**config.mk**
```make
export PLATFORM = sky130hd
export DESIGN_NAME = layer_mem_arbiter
export DESIGN_NICKNAME = d
export VERILOG_FILES = /design/src/rtl/layer_mem_arbiter_pkg.sv /design/src/rtl/layer_mem_arbiter_rr_pick.sv /design/src/rtl/layer_mem_arbiter.sv
export SDC_FILE = /design/constraint.sdc
export NUM_CORES = 1
export LEC_CHECK = 0
export CELL_PAD_IN_SITES_DETAIL_PLACEMENT = 0
export CELL_PAD_IN_SITES_GLOBAL_PLACEMENT = 1
export CORE_MARGIN = 2
export CORE_UTILIZATION = 40
export DETAILED_ROUTE_END_ITERATION = 12
export DONT_BUFFER_PORTS = 1
export PLACE_DENSITY = 0.69
export SLEW_MARGIN = 20
export SYNTH_ARGS = -nofsm -noshare
export SYNTH_HDL_FRONTEND = slang
export SYNTH_SLANG_ARGS = --single-unit
export TNS_END_PERCENT = 100
```
**constraint.sdc**
```tcl
create_clock -name clk -period 3.7 [get_ports clk]
set_input_delay 0.74 -clock clk [delete_from_list [all_inputs] [get_ports clk]]
set_output_delay 0.74 -clock clk [all_outputs]
set_load 0.02 [all_outputs]
```
**src/rtl/layer_mem_arbiter_pkg.sv**
```systemverilog
// Shared definitions for the layer-memory arbiter.
//   - arbiter state encoding (S_ARB_IDLE / S_ARB_OWN / S_ARB_DRAIN)
//   - requester index constants (REQ_CONV / REQ_POOL / REQ_FLAT)
//   - memory widths (LAYER_W, MEM_ADDR_W, MEM_DATA_W) and READ_MEM_DELAY
//   - wrap_inc: modulo-N increment of a requester index
package layer_mem_arbiter_pkg;

  localparam int LAYER_W        = 3;
  localparam int MEM_ADDR_W     = 12;
  localparam int MEM_DATA_W     = 20;
  localparam int READ_MEM_DELAY = 1;

  // Requester index width; grant_id is two bits wide, so at most 4 requesters.
  localparam int IDX_W = 2;

  localparam logic [IDX_W-1:0] REQ_CONV = 2'd0;
  localparam logic [IDX_W-1:0] REQ_POOL = 2'd1;
  localparam logic [IDX_W-1:0] REQ_FLAT = 2'd2;

  typedef enum logic [1:0] {
    S_ARB_IDLE  = 2'd0,
    S_ARB_OWN   = 2'd1,
    S_ARB_DRAIN = 2'd2
  } arb_state_t;

  function automatic logic [IDX_W-1:0] wrap_inc(input logic [IDX_W-1:0] idx, input int n);
    int t;
    t = int'(idx) + 1;
    return (t >= n) ? '0 : IDX_W'(t);
  endfunction

endpackage

```
**src/rtl/layer_mem_arbiter_rr_pick.sv**
```systemverilog
// rr_pick: picks one requester from a request vector, searching upward from
// a start index and wrapping modulo N_REQ. A start index of 0 gives fixed
// priority (lowest index wins).
// Ports:
//   i_req    in  N_REQ   request vector
//   i_start  in  IDX_W   first index searched
//   o_grant  out N_REQ   one-hot winner (0 when no request)
//   o_idx    out IDX_W   winner index
//   o_any    out 1       at least one request present
module rr_pick
  import layer_mem_arbiter_pkg::*;
#(
  parameter int N_REQ = 3
) (
  input  logic [N_REQ-1:0] i_req,
  input  logic [IDX_W-1:0] i_start,
  output logic [N_REQ-1:0] o_grant,
  output logic [IDX_W-1:0] o_idx,
  output logic             o_any
);

  always_comb begin
    int unsigned c;
    c       = '0;
    o_grant = '0;
    o_idx   = '0;
    o_any   = 1'b0;
    for (int unsigned k = 0; k < N_REQ; k++) begin
      c = 32'(i_start) + k;
      if (c >= N_REQ) c = c - N_REQ;
      if (!o_any && (((i_req >> c) & N_REQ'(1)) != '0)) begin
        o_any   = 1'b1;
        o_idx   = IDX_W'(c);
        o_grant = N_REQ'(1) << c;
      end
    end
  end

endmodule

```
**src/rtl/layer_mem_arbiter.sv**
```systemverilog
// layer_mem_arbiter: shares the single layer-memory port among N_REQ
// datapath requesters (0 = conv, 1 = pool, 2 = flat). A grant is held from
// arbitration until the accepted beat carrying req_last. Accepted beats are
// registered onto the memory pins one cycle later; read responses are routed
// back to the issuing requester by a tag travelling alongside crd.
// Build option: define MEM_ARB_RR_EN for round-robin arbitration; otherwise
// fixed priority with the lowest index winning.
// Ports:
//   clk, reset (async, active-low)
//   req_valid/req_last/req_we [N_REQ]   per-requester beat controls
//   req_sel/req_addr/req_wdata          packed per-requester fields, req 0 in LSBs
//   req_ready [N_REQ]                   beat accepted when valid & ready
//   rsp_valid [N_REQ], rsp_data         read return, shared data bus
//   csel, caddr_wr, cdata_wr, cwr       registered memory write side
//   caddr_rd, crd                       registered memory read side
//   cdata_rd                            memory read data
//   grant_id                            current owner, meaningful in OWN
module layer_mem_arbiter
  import layer_mem_arbiter_pkg::*;
#(
  parameter int N_REQ  = 3,
  parameter int ADDR_W = MEM_ADDR_W,
  parameter int DATA_W = MEM_DATA_W,
  parameter int SEL_W  = LAYER_W,
  parameter int RD_LAT = READ_MEM_DELAY
) (
  input  logic                clk,
  input  logic                reset,
  input  logic [N_REQ-1:0]    req_valid,
  input  logic [N_REQ-1:0]    req_last,
  input  logic [N_REQ-1:0]    req_we,
  input  logic [N_REQ*SEL_W-1:0]  req_sel,
  input  logic [N_REQ*ADDR_W-1:0] req_addr,
  input  logic [N_REQ*DATA_W-1:0] req_wdata,
  output logic [N_REQ-1:0]    req_ready,
  output logic [N_REQ-1:0]    rsp_valid,
  output logic [DATA_W-1:0]   rsp_data,
  output logic [SEL_W-1:0]    csel,
  output logic [ADDR_W-1:0]   caddr_wr,
  output logic [DATA_W-1:0]   cdata_wr,
  output logic                cwr,
  output logic [ADDR_W-1:0]   caddr_rd,
  output logic                crd,
  input  logic [DATA_W-1:0]   cdata_rd,
  output logic [1:0]          grant_id
);

  arb_state_t r_state, w_next;

  logic [IDX_W-1:0] r_owner;
  logic [IDX_W-1:0] r_last_owner;
  logic [IDX_W-1:0] w_start;
  logic [IDX_W-1:0] w_pick_idx;
  logic [N_REQ-1:0] w_pick_grant;
  logic             w_pick_any;
  logic             w_same_owner;
  logic             w_acc;
  logic             w_release;
  logic             w_pending;

  logic [SEL_W-1:0]  w_sel;
  logic [ADDR_W-1:0] w_addr;
  logic [DATA_W-1:0] w_wdata;

  logic [SEL_W-1:0]  r_csel;
  logic [ADDR_W-1:0] r_caddr_wr;
  logic [DATA_W-1:0] r_cdata_wr;
  logic              r_cwr;
  logic [ADDR_W-1:0] r_caddr_rd;
  logic              r_crd;
  logic [IDX_W-1:0]  r_rd_tag;

  // Tag pipe: stage k holds reads issued k+1 cycles ago; the last stage lines
  // up with cdata_rd.
  logic [RD_LAT-1:0]       r_pipe_vld;
  logic [RD_LAT*IDX_W-1:0] r_pipe_tag;
  logic                    w_rsp_vld;
  logic [IDX_W-1:0]        w_rsp_tag;

`ifdef MEM_ARB_RR_EN
  logic [IDX_W-1:0] r_rr_ptr;

  always_ff @(posedge clk or negedge reset) begin
    if (!reset) begin
      r_rr_ptr <= '0;
    end else if (w_release) begin
      r_rr_ptr <= wrap_inc(r_owner, N_REQ);
    end
  end

  assign w_start = r_rr_ptr;
`else
  assign w_start = '0;
`endif

  rr_pick #(
    .N_REQ (N_REQ)
  ) u_pick (
    .i_req   (req_valid),
    .i_start (w_start),
    .o_grant (w_pick_grant),
    .o_idx   (w_pick_idx),
    .o_any   (w_pick_any)
  );

  assign w_same_owner = |(w_pick_grant & (N_REQ'(1) << r_last_owner));
  assign w_acc        = (r_state == S_ARB_OWN) && req_valid[r_owner];
  assign w_release    = w_acc && req_last[r_owner];

  // A read still owed to a requester after this cycle; the one returning in
  // the current cycle does not hold off a new owner.
  assign w_pending = r_crd | (|(r_pipe_vld & ~(RD_LAT'(1) << (RD_LAT - 1))));

  assign w_sel   = SEL_W'(req_sel >> (int'(r_owner) * SEL_W));
  assign w_addr  = ADDR_W'(req_addr >> (int'(r_owner) * ADDR_W));
  assign w_wdata = DATA_W'(req_wdata >> (int'(r_owner) * DATA_W));

  // State register
  always_ff @(posedge clk or negedge reset) begin
    if (!reset) begin
      r_state <= S_ARB_IDLE;
    end else begin
      r_state <= w_next;
    end
  end

  // Next-state logic
  always_comb begin
    w_next = r_state;
    unique case (r_state)
      S_ARB_IDLE: begin
        if (w_pick_any) begin
          w_next = (w_pending && !w_same_owner) ? S_ARB_DRAIN : S_ARB_OWN;
        end
      end
      S_ARB_DRAIN: begin
        if (!w_pending) w_next = S_ARB_OWN;
      end
      S_ARB_OWN: begin
        if (w_release) w_next = S_ARB_IDLE;
      end
      default: w_next = S_ARB_IDLE;
    endcase
  end

  // Outputs decoded from state only
  always_comb begin
    req_ready = '0;
    if (r_state == S_ARB_OWN) req_ready = N_REQ'(1) << r_owner;
  end

  always_ff @(posedge clk or negedge reset) begin
    if (!reset) begin
      r_owner      <= REQ_CONV;
      r_last_owner <= REQ_CONV;
    end else begin
      if (r_state == S_ARB_IDLE && w_pick_any) r_owner <= w_pick_idx;
      if (w_release) r_last_owner <= r_owner;
    end
  end

  always_ff @(posedge clk or negedge reset) begin
    if (!reset) begin
      r_csel     <= '0;
      r_caddr_wr <= '0;
      r_cdata_wr <= '0;
      r_cwr      <= 1'b0;
      r_caddr_rd <= '0;
      r_crd      <= 1'b0;
      r_rd_tag   <= '0;
      r_pipe_vld <= '0;
      r_pipe_tag <= '0;
    end else begin
      r_cwr <= 1'b0;
      r_crd <= 1'b0;
      if (w_acc) begin
        r_csel <= w_sel;
        if (req_we[r_owner]) begin
          r_cwr      <= 1'b1;
          r_caddr_wr <= w_addr;
          r_cdata_wr <= w_wdata;
        end else begin
          r_crd      <= 1'b1;
          r_caddr_rd <= w_addr;
          r_rd_tag   <= r_owner;
        end
      end
      r_pipe_vld <= (r_pipe_vld << 1) | RD_LAT'(r_crd);
      r_pipe_tag <= (r_pipe_tag << IDX_W) | (RD_LAT * IDX_W)'(r_rd_tag);
    end
  end

  assign w_rsp_vld = r_pipe_vld[RD_LAT-1];
  assign w_rsp_tag = IDX_W'(r_pipe_tag >> ((RD_LAT - 1) * IDX_W));

  assign rsp_valid = w_rsp_vld ? (N_REQ'(1) << w_rsp_tag) : '0;
  assign rsp_data  = w_rsp_vld ? cdata_rd : '0;

  assign csel     = r_csel;
  assign caddr_wr = r_caddr_wr;
  assign cdata_wr = r_cdata_wr;
  assign cwr      = r_cwr;
  assign caddr_rd = r_caddr_rd;
  assign crd      = r_crd;
  assign grant_id = r_owner;

endmodule
```
# Word-level counts from Yosys, hierarchy flattened
# Index checks and enable logic that the tools add are counted.
[classes] mul=3 magnitude_cmp=1 eq_ne=5 n_shift=6 mux=26 bitwise=2 reduce_logical=14
[op_table] op="right shift 60 x 7 -> 20 bit" count=1
[op_table] op="right shift 36 x 6 -> 12 bit" count=1
[op_table] op="2-to-1 mux 20 bit" count=1
[op_table] op="2-to-1 mux 1 bit" count=12
[op_table] op="2-to-1 mux 3 bit" count=4
[op_table] op="2-to-1 mux 2 bit" count=5
[op_table] op="<< shifter 1 x 2 -> 3 bit, first input constant" count=3
[op_table] op="right shift 9 x 4 -> 3 bit" count=1
[op_table] op="multiplier 2 x 2 -> 4 bit, second input constant" count=2
[op_table] op="binary-select mux 1 bit (select 2 bit)" count=3
[op_table] op="logical AND 1 bit" count=6
[op_table] op="!= test 2 bit, second input constant" count=3
[op_table] op="case mux 2 bit (3 select lines)" count=1
[op_table] op="multiplier 2 x 3 -> 5 bit, second input constant" count=1
[op_table] op="AND reduction 2 bit" count=2
[op_table] op="AND 3 bit" count=1
[op_table] op="logical NOT 1 bit" count=3
[op_table] op="less-than comparator 2 x 3 -> 1 bit, second input constant" count=1
[op_table] op="AND reduction 3 bit" count=1
[op_table] op="OR reduction 3 bit" count=1
[op_table] op="equality test 2 x 1 -> 1 bit, second input constant" count=1
[op_table] op="equality test 2 bit, second input constant" count=1
[op_table] op="logical NOT 2 bit" count=1
[op_table] op="inverter 1 bit" count=1
[word_totals] reg_bits=60

# Logic depth before layout (Yosys ltp)
[depth] word_depth=14 mapped_depth=7 mapped_depth_nobuf=4

# By module
# A second synthesis with hierarchy kept.
[hier_totals] cells_unflattened=337 area_unflattened_um2=3718.6
[by_module_without_submodules] module="layer_mem_arbiter" n_inst=1 cells_per_inst=292 area_each_um2=3387.0 seq_area_each_um2=1501.4
[by_module_without_submodules] module="rr_pick" n_inst=1 cells_per_inst=45 area_each_um2=331.6 seq_area_each_um2=0.0

# Worst setup path before layout
# Ideal clock, no wire load.
[synth_path] path_type="reg-to-output" start="register r_owner[0] (netlist: grant_id[0])" end="output port req_ready[2]" arrival_time_ps=1652 required_ps=2960 setup_slack_ps=1308 path_stages_with_launch=6 path_buffers=3 cell_sequence="dfrtp_1 > buf_2 > nor2b_1 > buf_2 > buf_1 > and2_1"
[synth_via] elab_chain_cells=2
[synth_rtl] element="from (decl)" line_no="layer_mem_arbiter.sv:50" text="logic [IDX_W-1:0] r_owner;"
[synth_rtl] element="from (signal assigned)" line_no="layer_mem_arbiter.sv:157" text="if (r_state == S_ARB_IDLE && w_pick_any) r_owner <= w_pick_idx;"
[synth_rtl] element="<< shifter 1 x 2 -> 3 bit" line_no="layer_mem_arbiter.sv:149" text="if (r_state == S_ARB_OWN) req_ready = N_REQ'(1) << r_owner;"
[synth_rtl] element="2-to-1 mux 3 bit" line_no="layer_mem_arbiter.sv:149"
[synth_rtl] element="to (decl)" line_no="layer_mem_arbiter.sv:35" text="output logic [N_REQ-1:0] req_ready,"
# No other way between the ends.

# Worst setup path after layout
[layout_path] start="register r_owner[1] (netlist: grant_id[1])" end="output port req_ready[2]"
# The elaborated chain is that of the path after synthesis.

==> results.md <==
* FF-to-FF End: cdata_wr[2]$_DFFE_PN0P_
* Fin crit share at 0.733
* CP Class: flop to output pin
* # port buffers at 0
* Max Fanout on Critical Path at 38
* Commonest non-fill, non-tap cells in the layout: 59 x dfrtp_1, 39 x mux2_4, 37 x nand2_1, 37 x mux2i_1, 37 x o21ai_0
* Min Tclk post-route at 2.71 ns
* Crit start category: flop
* RSZ-0062 raised after global routing: no
* Vias in the first global route at 2,084
* Gpl congestion at 0.758
* Hold buffers post-CTS at 0
* Register area at 0.00150 sq mm
* Fin Setup TNS at 0 ns
* Finished Cell Area at 0.00369 sq mm
* Post-Syn Area at 0.00343 sq mm
* Max cap viols at 0
* Fin cells at 402
* DRT iter0 DRCs at between 50 and 60
* Drt via density at 5.47
* CTS tree: done
* Peak supply drop at 0.460 mV
* Drt pass-1 iters at 4
* Seq cells post-synth at 60
* Slowest CP cell: dfrtp_1
* Final Skew at 0.00832 ns
* Reg2Reg Depth at 5
* Buf+Inv Stages, Crit Path at 1
* Setup violators final at 0
* Critical Path RT at roughly 3.0 ns
* Clock Path Buffers at 2
* CTS resizes at 0
* Gr usage total at 0.164
* Antenna violations before repair at 0
* Synthesis Warnings at 0
* Die ar. at 0.00932 sq mm
* Wire length per cell at 20.1 um
* End of the critical path: req_ready[2]
* Effective utilization at floorplan at 0.415
* Slew headroom at 0.522
* Max-slew violation count at 0
* H-tree depth at 3
* Layout cells sized above 1 at 0.263
* Drt drc at 0
* Top cells by area, synth: dfrtp_1 44%, mux2_4 17%, mux2i_1 11%
* Outcome: finished, final reports clean
* Vias post-DR at 2,198
* Worst hold-check path type: input pin to asynchronous set/reset pin
* Ant diodes at 0
* Fillers at 786
* CP cell instances: nor2b_4 -> buf_4 -> and2_1
* Routed WL at 8.08 mm
* Fmax at about 370 MHz
* Delay-heaviest family, CP: flip-flops
* Top Ports at 213
* Fin util at 0.447
* Final Net Count at roughly 430
* Placed Area at 0.00349 sq mm
* TritonCTS Sinks at 60
* TritonCTS Buffers at 9
* Hpwl dp at 5.93 mm
* Reg2reg start: grant_id[1]$_DFFE_PN0P_
* Syn Area/Cell at 11.6 sq um
* Post-synth top area share at 0.438
* Worst path arrival time at 1.97 ns
* Core area at 0.00826 sq mm
* Static leakage at 1.58 nW
* CTS root buf: clkbuf_8
* Largest net degree at the start of global routing at 61
* Setup bufs post-CTS at 0
* Worst skew pair latency at 0.33 ns
* Kind of end point of the critical path: output pin
* Die Span X at between 90 and 100 um
* Placed Instances at 386
* CP startpoint: grant_id[1]$_DFFE_PN0P_
* Multi-input combinational cell area at 0.00181 sq mm
* Die Ht at 96.6 um
* Commonest non-fill, non-tap cell in the layout: dfrtp_1
* Synthesized instance count at approximately 300
* Clk slew on worst S/H paths at approximately 0.07 ns
* Netlist cell types at 32
* Power Dens Cells at 1020 mW/mm^2
* Total gr overflow at 0
* Critical path depth at 3
* Seq/Total Area, Yosys at 0.438
* Worst path max stage delay at 0.68 ns
* Syn Nets at 431
* R2R Setup Slk at 1.11 ns
* Cell taking the most area after synthesis: dfrtp_1
* Post-route ant nets at 0
* Worst Tran Pin Value at 0.716 ns
* Pwr Total at roughly 0.0037 W
* Hold Fails Final Rpt at 0
* Layout area overhead at 7.63%
* First-pass GRT wire length at 11.2 mm
* Row cnt at 33
## state kept, by name (all words and copies together) (netlist names)
name and cells:
r_pipe_tag 2, crd 1, grant_id 2, csel 3, r_state 2, caddr_wr 12
cdata_wr 20, r_rd_tag 2, r_pipe_vld 1, r_last_owner 2, cwr 1, caddr_rd 12
## cells by family (layout without fill, tap and decap cells)
logic type,after synthesis,count (layout),share of synthesized area
flip-flops,60,60,0.438
AO/OA/AOI/OAI,47,47,0.0854
buffers and inverters,22,24,0.0369
AND/OR/NAND/NOR,77,77,0.118
multiplexers,89,89,0.322
## Yosys cell counts, drive strengths merged
cell type  count
dfrtp         60
mux2          52
mux2i         37
nand2         37
o21ai         37
and2          21
buf           13
clkbuf         7
nor2           6
nor3b          3
a21oi          2
and3b          2
inv            2
or3            2
a211o          1
a211oi         1
a2bb2oi        1
a31oi          1
a32o           1
a32oi          1
and2b          1
and4bb         1
nand2b         1
nor2b          1
nor3           1
nor4bb         1
o21a           1
o2bb2ai        1
## layout make-up
cell class	instances	area share
Multi-Input combinational cell	213	0.490
Sequential cell	60	0.407
Clock buffer	12	0.0393
Timing Repair Buffer	6	0.0122
Clock inverter	4	0.0136
Inverter	2	0.00204
Tap cell	105	0.0356
## power by group
group	internal [W]	switching, W
Combinational	0.000828	0.000720
Clock	0.000329	0.000254
Sequential	0.000975	0.000641
Total	0.00213	0.00162
## worst min path at each step
stage          slack, ns  cells past startpoint               startpoint                       to
6_report            0.10                      0                    reset  caddr_rd[0]$_DFFE_PN0P_
5_1_grt             0.07                      0                    reset  caddr_rd[0]$_DFFE_PN0P_
4_1_cts             0.08                      0                    reset  caddr_rd[0]$_DFFE_PN0P_
3_5_place_dp        0.38                      0  r_rd_tag[0]$_DFFE_PN0P_  r_pipe_tag[0]$_DFF_PN0_
3_3_place_gp        0.37                      0  r_rd_tag[0]$_DFFE_PN0P_  r_pipe_tag[0]$_DFF_PN0_
2_1_floorplan       0.35                      0  r_rd_tag[0]$_DFFE_PN0P_  r_pipe_tag[0]$_DFF_PN0_
## worst reg2reg max path, delay by kind of cell, from the launching register on
kind	cells	cell delay (ns)
AOI/OAI and AO/OA	1	0.12
buffers and inverters	1	0.45
DFF	1	0.58
muxes	1	0.39
and+or+nand+nor	2	0.94
## per-stage QoR
stage	hold slack, ns	setup WS (ns)
3_5_place_dp	0.376	1.04
3_3_place_gp	0.370	1.13
6_report	0.102	0.990
5_1_grt	0.0701	0.833
4_1_cts	0.0802	0.923
2_1_floorplan	0.354	1.31
## metal layers
layer,part of all wire,up-vias,track usage
li1,-,1026,-
met1,0.37,1029,0.176
met2,0.52,136,0.297
met3,0.10,7,0.0621
met4,0.0097,0,0.0493
met5,0,-,0
Power figures use the tool's default switching activity.
